### src/rtl/commit_recovery_sequencer.sv
// commit_recovery_sequencer
// Accepts recovery requests from commit (exceptions/refetches) and from the
// backend (branch mispredicts), issues one refetch command and then walks the
// flushed active-list entries COMMIT_WIDTH per cycle for rename-map recovery.
module commit_recovery_sequencer #(
  parameter int COMMIT_WIDTH = 2,
  parameter int AL_CNT_W     = 6,
  parameter int REFETCH_W    = 3,
  parameter int CAUSE_W      = 4,
  parameter int PC_W         = 32,
  localparam int LANE_W      = (COMMIT_WIDTH > 1) ? $clog2(COMMIT_WIDTH) : 1
) (
  input  logic                 clk,
  input  logic                 rst,
  input  logic                 exceptionDetectedInCommitStage,
  input  logic [REFETCH_W-1:0] refetchTypeFromCommitStage,
  input  logic [CAUSE_W-1:0]   recoveryCauseFromCommitStage,
  input  logic [LANE_W-1:0]    recoveryOpIndex,
  input  logic [PC_W-1:0]      commitRecoveryPC,
  input  logic                 backendMispredict,
  input  logic [PC_W-1:0]      backendRecoveryPC,
  input  logic [AL_CNT_W-1:0]  flushCount,
  input  logic                 recoveryStall,
  output logic [1:0]           phase,
  output logic                 unableToStartRecovery,
  output logic                 refetchValid,
  output logic [REFETCH_W-1:0] refetchType,
  output logic [PC_W-1:0]      refetchPC,
  output logic                 recoveryFromCommit,
  output logic [CAUSE_W-1:0]   recoveryCause,
  output logic [LANE_W-1:0]    recoveredLane,
  output logic                 renameLogicRecoveryRMT,
  output logic [LANE_W:0]      flushNum
);

  localparam logic [1:0] PH_COMMIT    = 2'd0;
  localparam logic [1:0] PH_RECOVER_0 = 2'd1;
  localparam logic [1:0] PH_RECOVER_1 = 2'd2;

  localparam logic [REFETCH_W-1:0] REFETCH_BRANCH_TARGET = REFETCH_W'(1);
  localparam logic [AL_CNT_W-1:0]  WALK_MAX_CNT          = AL_CNT_W'(COMMIT_WIDTH);
  localparam logic [LANE_W:0]      WALK_MAX_NUM          = (LANE_W + 1)'(COMMIT_WIDTH);

  logic [1:0]          phaseNext;
  logic [AL_CNT_W-1:0] remaining;
  logic                acceptReq;
  logic                canAccept;

  // Requests are only taken in COMMIT with no store drain pending; this gate
  // depends on registered phase and the stall input only.
  assign canAccept             = (phase == PH_COMMIT) && !recoveryStall;
  assign unableToStartRecovery = !canAccept;
  assign acceptReq             = canAccept && (exceptionDetectedInCommitStage || backendMispredict);

  // Phase state register.
  always_ff @(posedge clk or negedge rst) begin
    if (!rst) begin
      phase <= PH_COMMIT;
    end else begin
      phase <= phaseNext;
    end
  end

  // Next-phase selection: one RECOVER_0 cycle, then walk until the count is exhausted.
  always_comb begin
    phaseNext = phase;
    case (phase)
      PH_COMMIT:    phaseNext = acceptReq ? PH_RECOVER_0 : PH_COMMIT;
      PH_RECOVER_0: phaseNext = (remaining != '0) ? PH_RECOVER_1 : PH_COMMIT;
      PH_RECOVER_1: phaseNext = (remaining <= WALK_MAX_CNT) ? PH_COMMIT : PH_RECOVER_1;
      default:      phaseNext = PH_COMMIT;
    endcase
  end

  // Phase-qualified outputs: refetch pulse in RECOVER_0, rename walk in RECOVER_1.
  always_comb begin
    refetchValid           = 1'b0;
    renameLogicRecoveryRMT = 1'b0;
    flushNum               = '0;
    if (phase == PH_RECOVER_0) begin
      refetchValid = 1'b1;
    end
    if (phase == PH_RECOVER_1) begin
      renameLogicRecoveryRMT = 1'b1;
      flushNum = (remaining >= WALK_MAX_CNT) ? WALK_MAX_NUM : remaining[LANE_W:0];
    end
  end

  // Latch the accepted request (commit wins over backend) and count down the walk.
  always_ff @(posedge clk or negedge rst) begin
    if (!rst) begin
      remaining          <= '0;
      refetchType        <= '0;
      refetchPC          <= '0;
      recoveryFromCommit <= 1'b0;
      recoveryCause      <= '0;
      recoveredLane      <= '0;
    end else if (acceptReq) begin
      remaining     <= flushCount;
      recoveredLane <= recoveryOpIndex;
      if (exceptionDetectedInCommitStage) begin
        refetchType        <= refetchTypeFromCommitStage;
        refetchPC          <= commitRecoveryPC;
        recoveryFromCommit <= 1'b1;
        recoveryCause      <= recoveryCauseFromCommitStage;
      end else begin
        refetchType        <= REFETCH_BRANCH_TARGET;
        refetchPC          <= backendRecoveryPC;
        recoveryFromCommit <= 1'b0;
        recoveryCause      <= '0;
      end
    end else if (phase == PH_RECOVER_1) begin
      // flushNum never exceeds remaining, so this cannot wrap.
      remaining <= remaining - AL_CNT_W'(flushNum);
    end
  end

  // Structural invariants of the sequencer.
  always_ff @(posedge clk) begin
    if (rst) begin
      assert (flushNum <= WALK_MAX_NUM);
      assert (!refetchValid || (phase == PH_RECOVER_0));
      assert (phase != 2'd3);
    end
  end

endmodule

### config.mk
export PLATFORM = sky130hd
export DESIGN_NAME = commit_recovery_sequencer
export DESIGN_NICKNAME = d
export VERILOG_FILES = /design/src/rtl/commit_recovery_sequencer.sv
export SDC_FILE = /design/constraint.sdc
export NUM_CORES = 1
export LEC_CHECK = 0
export CORE_MARGIN = 10
export CORE_UTILIZATION = 36
export CTS_BUF_LIST = sky130_fd_sc_hd__clkbuf_4
export DETAILED_ROUTE_END_ITERATION = 10
export PLACE_DENSITY = 0.77
export SLEW_MARGIN = 0
export SYNTH_ARGS = -nofsm -noshare
export SYNTH_HDL_FRONTEND = slang
export SYNTH_SLANG_ARGS = --single-unit
### constraint.sdc
create_clock -name clk -period 2.2 [get_ports clk]
set_input_delay 0.66 -clock clk [delete_from_list [all_inputs] [get_ports clk]]
set_output_delay 0.66 -clock clk [all_outputs]
set_load 0.005 [all_outputs]
==> qor_table.md <==
| Group | Metric | Reported |
| --- | --- | --- |
| run status | Outcome | complete, but fails checks |
| run status | Violated checks | setup timing |
| grt | GR Util All Layers | 0.135 |
| synth | Mean instance size in the synthesized netlist | 10.6 µm² |
| worst setup path | Largest stage delay on the critical path | 0.42 ns |
| layout | Layout-stage area growth over the synthesis result | 71.1% |
| timing | Final Hold Viols | 0 |
| power and ir drop | Leakage dissipation | 1.77 nW |
| worst setup path | Data arrival, critical path | 1.83 ns |
| worst setup path | Kind of end point of the critical path | output pin |
| grt | Remaining global-route overflow | 0 |
| cts | Max H-tree Level | 2 |
| layout | Flip-flop and latch area | 1230 µm² |
| worst setup path | Slowest stage cell on the critical path | sky130_fd_sc_hd__dfrtp_1 |
| worst setup path | Worst reg-to-reg setup slack | -0.22 ns |
| timing | Unrepaired setup endpoints after global routing | yes |
| synth | Post-synth net total | 305 |
| layout | Post-layout util | 0.631 |
| synth | Synth area leader | sky130_fd_sc_hd__dfrtp_1 |
| place | Total half-perimeter wirelength after legalization and detailed placement | 5.70 mm |
| synth | Share of Yosys cell area claimed by the top area cell type | 0.527 |
| synth | Fraction of the yosys area taken by sequential cells | 0.527 |
| timing | Post-route worst setup slack | -0.291 ns |
| routing | Post-detailed-route count of antenna-violating nets | 0 |
| floorplan | Die Ht | 100 µm |
| worst setup path | Buffering stage count on the worst path with inverters included | 3 |
| routing | DRC violation count after routing | 0 |
| cts | Buffer levels on the longest clock path | 2 |
| timing | Max-slew violation count | 0 |
| layout | Number of nets in the finished design | 449 |
| grt | Initial antenna violation count | 0 |
| place | Port Buffers | 130 |
| worst setup path | Worst setup path class | reg2out |
| worst setup path | Reg2Reg Launch Point | remaining[4] |
| timing | Fmax achieved | 401 MHz |
| layout | Fraction of final layout cells with drive strength greater than 1 | 0.154 |
| layout | Diodes inserted | 0 |
| timing | Rel. slew slack | 0.692 |
| timing | Worst-margin pin slew | 0.461 ns |
| routing | Via-per-instance ratio | 4.76 |
| cts | Clock-pin slew on the worst setup and hold paths | 0.15 ns |
| floorplan | Number of I/O pins | 131 |
| flow run | Number of maximum-capacitance constraint violations | 0 |
| synth | Library cell with the highest instance count after synthesis | sky130_fd_sc_hd__dfrtp_1 |
| power and ir drop | Internal Dissipation | 0.00287 W |
| routing | Number of iterations in the first detailed-routing pass | 4 |
| synth | Synth Register Bits | 49 |
| cts | Clock tree root buffer cell | sky130_fd_sc_hd__clkbuf_4 |
| synth | Post-synth EDFFs | 0 |
| synth | Cell types with the largest area share after synthesis | sky130_fd_sc_hd__dfrtp_1 53%, sky130_fd_sc_hd__mux2i_1 14%, sky130_fd_sc_hd__nand2_1 7.1% |
| cts | TritonCTS clock tree | done |
| power and ir drop | Part of the total power dissipated in the clock network | 0.094 |
| cts | TritonCTS Buffers | 5 |
| grt | Vias in the first global route | 2168 |
| power and ir drop | Reported net switching power | 0.00148 W |
| routing | Average wire per cell in the routed design | 16.3 µm |
| cts | Clock latency at the later pin of the worst-skew pair | 0.36 ns |
| power and ir drop | Logic pwr share | 0.550 |
| worst setup path | Cell chain of the critical path | or3_4, or2_4, buf_6, o21ai_4, inv_2, buf_6 |
| floorplan | Chip width | 100 µm |
| worst setup path | R2R cell count | 11 |
| synth | Fraction of registers with async set or reset after synthesis | 1.00 |
| worst setup path | FF-to-FF End | remaining[5] |
| floorplan | Starting density of the core | 0.369 |
| timing | Final Critical Period | 2.49 ns |
| routing | Detailed-route wire length | 7.21 mm |
| power and ir drop | Sw Ratio | 0.341 |
| synth | Main flop type after synthesis | sky130_fd_sc_hd__dfrtp_1 |
| power and ir drop | Maximum vdd drop | 0.629 mV |
| routing | Total vias in the final route | 2099 |
| synth | Cell types with the highest counts after synthesis | 49 x sky130_fd_sc_hd__dfrtp_1, 44 x sky130_fd_sc_hd__nand2_1, 32 x sky130_fd_sc_hd__mux2i_1 |
| place | Dpl cells | 427 |
| synth | Post-synthesis cell type count | 31 |
| min path | Path type of the worst min-delay path | in2async |
| timing | Setup-violating endpoint count in the final report | 7 |
| layout | Layout fillers | 548 |
| place | Last weighted congestion value of the routability-driven placer | 0.807 |
| synth | Post-synthesis instance area | 2330 µm² |
| timing | Worst Clk Skew | 0.0161 ns |
| floorplan | Num rows | 29 |
| layout | Number of standard cells in the final layout excluding fillers | 441 |
| power and ir drop | Power per Cell Area | 1090 nW/µm² |
| timing | Part of the cycle the worst path needs | 1.13 |
| floorplan | Area of the die | 10100 µm² |
| cts | Clock net sink count | 49 |
| worst setup path | Max FO, Critical Path | 2 |
| layout | Multi-input logic area | 1090 µm² |
| routing | Starting DRT DRC Count | 33 |
| grt | Maximum number of pins on one net before global-route repair | 43 |
| worst setup path | Crit path max-delay family | simple AND/OR/NAND/NOR gates |
| synth | Post-Synthesis Cells | 219 |
| worst setup path | Cell occurring most often along the worst timing path | sky130_fd_sc_hd__buf_6 |
| power and ir drop | Share of total power in sequential cells | 0.356 |
| worst setup path | Required arrival time at the worst endpoint | 1.54 ns |
| floorplan | Placeable Area | 6310 µm² |
| worst setup path | Critical Path Start Type | flip-flop |
| synth | Yosys warning total | 0 |
| grt | First-pass GRT wire length | 11.2 mm |
cell type report:
class	instances	area share
inverter	6	0.00566
tap	77	0.0242
sequential	49	0.308
clock inverter	3	0.00440
clock buffer	5	0.00943
multi-input combinational	149	0.273
timing repair buffer	152	0.376
sequential cells by signal, summed over array words and instances (netlist names):
register            count
recoveredLane           1
refetchType             3
refetchPC              32
recoveryFromCommit      1
recoveryCause           4
remaining               6
phase                   2
how the worst max path moves through the flow:
stage	start	endpoint	cells past startpoint
after floorplan	remaining[3]	remaining[4]	9
after global placement	remaining[3]	flushNum[0]	4
after detailed placement	remaining[3]	flushNum[0]	4
after CTS	remaining[2]	flushNum[1]	6
after global routing	remaining[3]	flushNum[1]	6
final	remaining[4]	flushNum[1]	6
kinds of logic after synthesis:
logic type | count (synthesis) | synth area share
DFF | 49 | 0.527
buffers and inverters | 21 | 0.0462
adders and majority gates | 3 | 0.0194
and+or+nand+nor | 60 | 0.127
xor gates and xnor gates | 4 | 0.0151
muxes | 32 | 0.138
AOI/OAI and AO/OA | 50 | 0.127
metal layers:
layer  track usage  wire, µm  vias up
met4        0.0196        22        0
met1         0.157      2940      979
li1              -         -     1037
met3        0.0556       606        4
met5             0         0        -
met2         0.232      3640       79
cells in the final DEF (no fill, tap or decap), types with 2 or more instances in the layout:
cell                                n
sky130_fd_sc_hd__clkdlybuf4s50_1  122
sky130_fd_sc_hd__dfrtp_1           49
sky130_fd_sc_hd__nand2_1           44
sky130_fd_sc_hd__mux2i_1           32
sky130_fd_sc_hd__o21ai_1           19
sky130_fd_sc_hd__buf_4             17
sky130_fd_sc_hd__o21ai_0           15
sky130_fd_sc_hd__a22o_1             6
sky130_fd_sc_hd__clkbuf_4           5
sky130_fd_sc_hd__inv_2              4
sky130_fd_sc_hd__nor4_4             4
sky130_fd_sc_hd__xnor2_1            4
sky130_fd_sc_hd__nor2_1             3
sky130_fd_sc_hd__a21oi_1            3
sky130_fd_sc_hd__buf_2              3
sky130_fd_sc_hd__dlygate4sd2_1      3
sky130_fd_sc_hd__buf_6              3
sky130_fd_sc_hd__buf_12             3
sky130_fd_sc_hd__inv_1              2
sky130_fd_sc_hd__o21ai_4            2
sky130_fd_sc_hd__o22a_1             2
sky130_fd_sc_hd__clkinv_2           2
power by group through the flow:
stage               combinational [W]  clock (W)  sequential (W)
finish                        0.00239   0.000410         0.00155
global route                  0.00260   0.000461         0.00161
CTS                           0.00231   0.000429         0.00155
detailed placement            0.00220          0         0.00157
global placement              0.00216          0         0.00155
floorplan                    0.000798          0         0.00163
timing repair:
item / CTS / global route
hold buffers: 0 / 0
buffers inserted: 3 / 4
resized for setup: 21 / 6
pin swaps: 8 / 7
setup endpoints to repair: 10 / 8
gates cloned: 0 / 0
through the flow:
step | cell area [µm²] | setup TNS (ns) | worst slack [ns] | total power, W | hold slack [ns]
global placement | 3820 | -1.31 | -0.290 | 0.00371 | 0.462
finish | 3980 | -1.31 | -0.291 | 0.00435 | 0.216
detailed placement | 3820 | -1.63 | -0.315 | 0.00377 | 0.462
floorplan | 2350 | -0.578 | -0.233 | 0.00243 | 0.364
CTS | 3920 | -1.54 | -0.338 | 0.00429 | 0.228
global route | 3980 | -1.89 | -0.361 | 0.00468 | 0.224
Power figures use the tool's default switching activity.
